--- config.mk ---
export PLATFORM = sky130hd
export DESIGN_NAME = cpu_reg_bank
export DESIGN_NICKNAME = d
export VERILOG_FILES = /design/src/rtl/cpu_reg_bank.sv
export SDC_FILE = /design/constraint.sdc
export NUM_CORES = 1
export LEC_CHECK = 0
export CORE_MARGIN = 4
export CORE_UTILIZATION = 45
export DETAILED_ROUTE_END_ITERATION = 8
export PLACE_DENSITY_LB_ADDON = 0.3
export RECOVER_POWER = 25
export SLEW_MARGIN = 15
export SYNTH_ARGS = -nofsm -noshare
export SYNTH_HDL_FRONTEND = slang
export SYNTH_SLANG_ARGS = --single-unit
--- constraint.sdc ---
create_clock -name CLK -period 3.8 [get_ports CLK]
set_input_delay 0.57 -clock CLK [delete_from_list [all_inputs] [get_ports CLK]]
set_output_delay 0.57 -clock CLK [all_outputs]
set_load 0.01 [all_outputs]
--- src/rtl/cpu_reg_bank.sv ---
// 6502 datapath register bank: A, X, Y, S, AI with SB/DB/ADL bus drivers.
// SB is modelled as a precharged wired-AND bus; overlapping drivers are flagged.
module cpu_reg_bank #(
  parameter int unsigned      WIDTH   = 8,
  parameter logic [WIDTH-1:0] S_RESET = '1
) (
  input  logic             CLK,
  input  logic             RST_N,
  input  logic [WIDTH-1:0] SB_DATA,
  input  logic [WIDTH-1:0] DAA_DATA,
  input  logic             A_LOAD,
  input  logic             X_LOAD,
  input  logic             Y_LOAD,
  input  logic             S_LOAD,
  input  logic             AI_SB_LOAD,
  input  logic             AI_ZERO_LOAD,
  input  logic             S_INC,
  input  logic             S_DEC,
  input  logic             A_SB_EN,
  input  logic             X_SB_EN,
  input  logic             Y_SB_EN,
  input  logic             S_SB_EN,
  input  logic             A_DB_EN,
  input  logic             S_ADL_EN,
  input  logic             ERR_CLR,
  output logic [WIDTH-1:0] SB_OUT,
  output logic [WIDTH-1:0] DB_OUT,
  output logic [WIDTH-1:0] ADL_OUT,
  output logic [WIDTH-1:0] AI_OUT,
  output logic             S_WRAP,
  output logic             BUS_CONFLICT,
  output logic             BUS_ERR
);

  logic [WIDTH-1:0] r_a, r_x, r_y, r_s, r_ai;
  logic             r_wrap, r_err;
  logic [2:0]       w_sb_cnt;
  logic [WIDTH-1:0] w_sb;

  assign w_sb_cnt = 3'(A_SB_EN) + 3'(X_SB_EN) + 3'(Y_SB_EN) + 3'(S_SB_EN);

  always_comb begin
    w_sb = '1;
    if (A_SB_EN) w_sb = w_sb & r_a;
    if (X_SB_EN) w_sb = w_sb & r_x;
    if (Y_SB_EN) w_sb = w_sb & r_y;
    if (S_SB_EN) w_sb = w_sb & r_s;
  end

  always_ff @(posedge CLK or negedge RST_N) begin
    if (!RST_N) begin
      r_a  <= '0;
      r_x  <= '0;
      r_y  <= '0;
      r_ai <= '0;
    end else begin
      if (A_LOAD) r_a <= DAA_DATA;
      if (X_LOAD) r_x <= SB_DATA;
      if (Y_LOAD) r_y <= SB_DATA;
      if (AI_SB_LOAD)        r_ai <= SB_DATA;
      else if (AI_ZERO_LOAD) r_ai <= '0;
    end
  end

  // S_LOAD overrides INC/DEC; simultaneous INC and DEC cancel out.
  always_ff @(posedge CLK or negedge RST_N) begin
    if (!RST_N) begin
      r_s    <= S_RESET;
      r_wrap <= 1'b0;
    end else if (S_LOAD) begin
      r_s    <= SB_DATA;
      r_wrap <= 1'b0;
    end else if (S_INC && !S_DEC) begin
      r_s    <= r_s + WIDTH'(1);
      r_wrap <= (r_s == '1);
    end else if (S_DEC && !S_INC) begin
      r_s    <= r_s - WIDTH'(1);
      r_wrap <= (r_s == '0);
    end else begin
      r_wrap <= 1'b0;
    end
  end

  always_ff @(posedge CLK or negedge RST_N) begin
    if (!RST_N)            r_err <= 1'b0;
    else if (BUS_CONFLICT) r_err <= 1'b1;
    else if (ERR_CLR)      r_err <= 1'b0;
  end

  assign BUS_CONFLICT = (w_sb_cnt >= 3'd2);
  assign SB_OUT       = w_sb;
  assign DB_OUT       = A_DB_EN  ? r_a : '1;
  assign ADL_OUT      = S_ADL_EN ? r_s : '1;
  assign AI_OUT       = r_ai;
  assign S_WRAP       = r_wrap;
  assign BUS_ERR      = r_err;

endmodule

==> reports/results.tsv <==
metric	value	unit
status	finished, violations left	
violations	capacitance limit, slew limit	
ys.flop_type	dfrtp_1	
crit_path_max_incr_delay	0.58	ns
min_path_type	flop to flop	
tritoncts	yes	
cp-end-kind	primary output	
routed_wl	5620	um
drv_slew	43	
multiInputGateArea	1120	um2
synth_top_family_by_area	compound AO/OA/AOI/OAI gates	
muxShareOfSynthArea	11.4	%
synth_cells	211	
ys_seq_elements	42	
yosysUniqueCellTypes	42	
yosysTopAreaCellShare	37.6	%
power_frac_clock	23.2	%
port_buffers	67	
diodes	0	
power_frac_seq	45.6	%
yosys.area_share.simple	14.4	%
ant_nets	0	
yosysWarnings	0	
drtIter0Drc	107	
fin_crit_sh	84.1	%
synth_largest_area_cell	dfrtp_1	
crit_chain	clkdlybuf4s50_1 > clkinv_1 > fa_1 > o21ai_0 > clkdlybuf4s50_1	
async_flop_share	100	%
drc_errors	0	
pin_count	68	
layout-drive-gt1-share	16.1	%
combPwrFrac	31.2	%
synth_top_cells_by_area	dfrtp_1 38%, mux2_2 11%, dfstp_2 9.3%	
num-fill-cells	398	
min_period	3.20	ns
cts_hold_repair.buffers	0	
grt_usage	19.4	%
cp-start-kind	primary input	
grt_pass1_wl	9270	um
crit_slowest_cell	clkdlybuf4s50_1	
clock_sinks	42	
drt-pass1-iter-count	4	
cap_violations	1	
row_count	25	
most-common-layout-cells	66 x clkdlybuf4s50_1, 34 x dfrtp_1, 22 x mux2_2	
p_int	842	uW
final_common_cell	clkdlybuf4s50_1	
pwr_density_cell	400	nW/um2
dp_hpwl	4150	um
avgSynthCellArea	10.7	um2
synthToLayoutAreaGrowth	35.4	%
finalHoldViolCount	0	
synth-xor-area-share	1.93	%
clock_latency	0.29	ns
cts_buffers	5	
switching_share	31.3	%
grt_max_degree	43	
antenna_found_initial	0	
grt_pass1_vias	1926	
layout.nets	320	
ys_seq_area_share	46.9	%
syn_area	2260	um2
rsz0062_at_grt	false	
die_h	78.9	um
final_util	64.0	%
cp.arrival	2.63	ns
wl_per_cell	16.2	um
start_util	47.3	%
globalplace.congestion	0.792	
seqCellArea	1060	um2
fin_skew	0.00302	ns
relSlewSlack	-46.5	%
tightest_slew	2.20	ns
ir_drop	0.263	mV
vias_per_cell	5.42	
synth_edf_count	0	
setup_tns	0	ns
clockBufferDepth	2	
crit_required	3.23	ns
cts-root-buf	clkbuf_8	
p_leak	0.00124	uW
die_area	6230	um2
power_switching	383	uW
criticalPathCategory	primary input to primary output	
setup_viol	0	
path_max_fanout	8	
postCtsSetupRepairBufs	0	
overflow	0	
vias	1874	
h-tree-depth	2	
die_w	78.9	um
synth_compound_area_share	16.3	%
synth_fa_ha_area_share	5.64	%
max_freq	0.313	GHz
cts-resized-gates	0	
core	4790	um2
synth_nets	253	
critical-path-top-cell-by-count	clkdlybuf4s50_1	
clk_pin_slew	0.08	ns
cell usage after synthesis, drive strengths merged, types with 2 or more instances:
cell type / instances
a22o: 8
nor2b: 2
xnor2: 4
o21ai: 11
mux2: 22
nor2: 10
clkbuf: 6
a221oi: 3
nor3: 6
nand3: 2
o22ai: 13
nor4b: 2
a21oi: 9
fa: 2
clkinv: 2
ha: 7
inv: 10
dfrtp: 34
nand2: 15
dfstp: 8
nand4: 2
nand2b: 16
a21o: 2
nor4: 2
a211oi: 2
cell type report:
type | count | share of cell area (%)
multi-input combinational | 150 | 36.7
sequential | 42 | 34.6
timing repair buffer | 67 | 21.7
tap | 67 | 2.74
clock buffer | 6 | 2.37
inverter | 12 | 1.47
clock inverter | 2 | 0.449
sequential cells by signal, summed over array words and instances, names as in the netlist:
| register | flops |
|---|---|
| r_y | 8 |
| BUS_ERR | 1 |
| S_WRAP | 1 |
| r_s | 8 |
| r_x | 8 |
| r_a | 8 |
| AI_OUT | 8 |
metal layers:
layer	up-vias	track usage (%)	wire [um]
met5	-	0	0
met4	0	5.84	55
met3	6	4.88	358
met2	65	29.4	2620
met1	908	27.5	2580
li1	895	-	-
worst paths after layout:
kind / start / end / slack, ns / cells past startpoint
worst max-delay path: X_SB_EN / BUS_CONFLICT / 0.60 / 5
worst min-delay path: BUS_ERR / BUS_ERR / 0.49 / 1
worst max register to register: r_s[1] / r_s[5] / 1.91 / 6
worst min register to register: BUS_ERR / BUS_ERR / 0.49 / 1
max in group asynchronous: RST_N / AI_OUT[6] / 1.64 / 1
min in group asynchronous: RST_N / BUS_ERR / 0.91 / 1
metrics by stage:
stage               power, uW  area [um2]  setup slack (ns)  cells  hold WS [ns]
floorplan                 773        2260              1.64    211         0.274
global placement          938        2980             0.629    338         0.472
global route             1300        3060             0.522    346         0.522
finish                   1230        3060             0.603    346         0.494
detailed placement        948        2980             0.580    338         0.476
CTS                      1230        3070             0.594    346         0.433
power groups by stage:
stage	logic (uW)	registers [uW]	clock network (uW)
3_5_place_dp	382	566	0
4_1_cts	384	558	291
2_1_floorplan	223	550	0
3_3_place_gp	373	565	0
6_report	382	558	285
5_1_grt	420	567	316
kinds of logic (layout without fill, tap and decap cells):
family | Yosys count | after routing
XOR/XNOR | 5 | 5
flip-flops | 42 | 42
adder cells (fa/ha/maj) | 9 | 9
AO/OA/AOI/OAI | 53 | 53
AND/OR/NAND/NOR | 60 | 60
buffers and inverters | 19 | 87
multiplexers | 23 | 23
critical path, delay by kind of cell:
| family | cells | cell delay, ns |
|---|---|---|
| buffers and inverters | 3 | 1.31 |
| adders and majority gates | 1 | 0.50 |
| AOI/OAI and AO/OA | 1 | 0.24 |
Note: power is estimated with default switching activity, not from simulation.
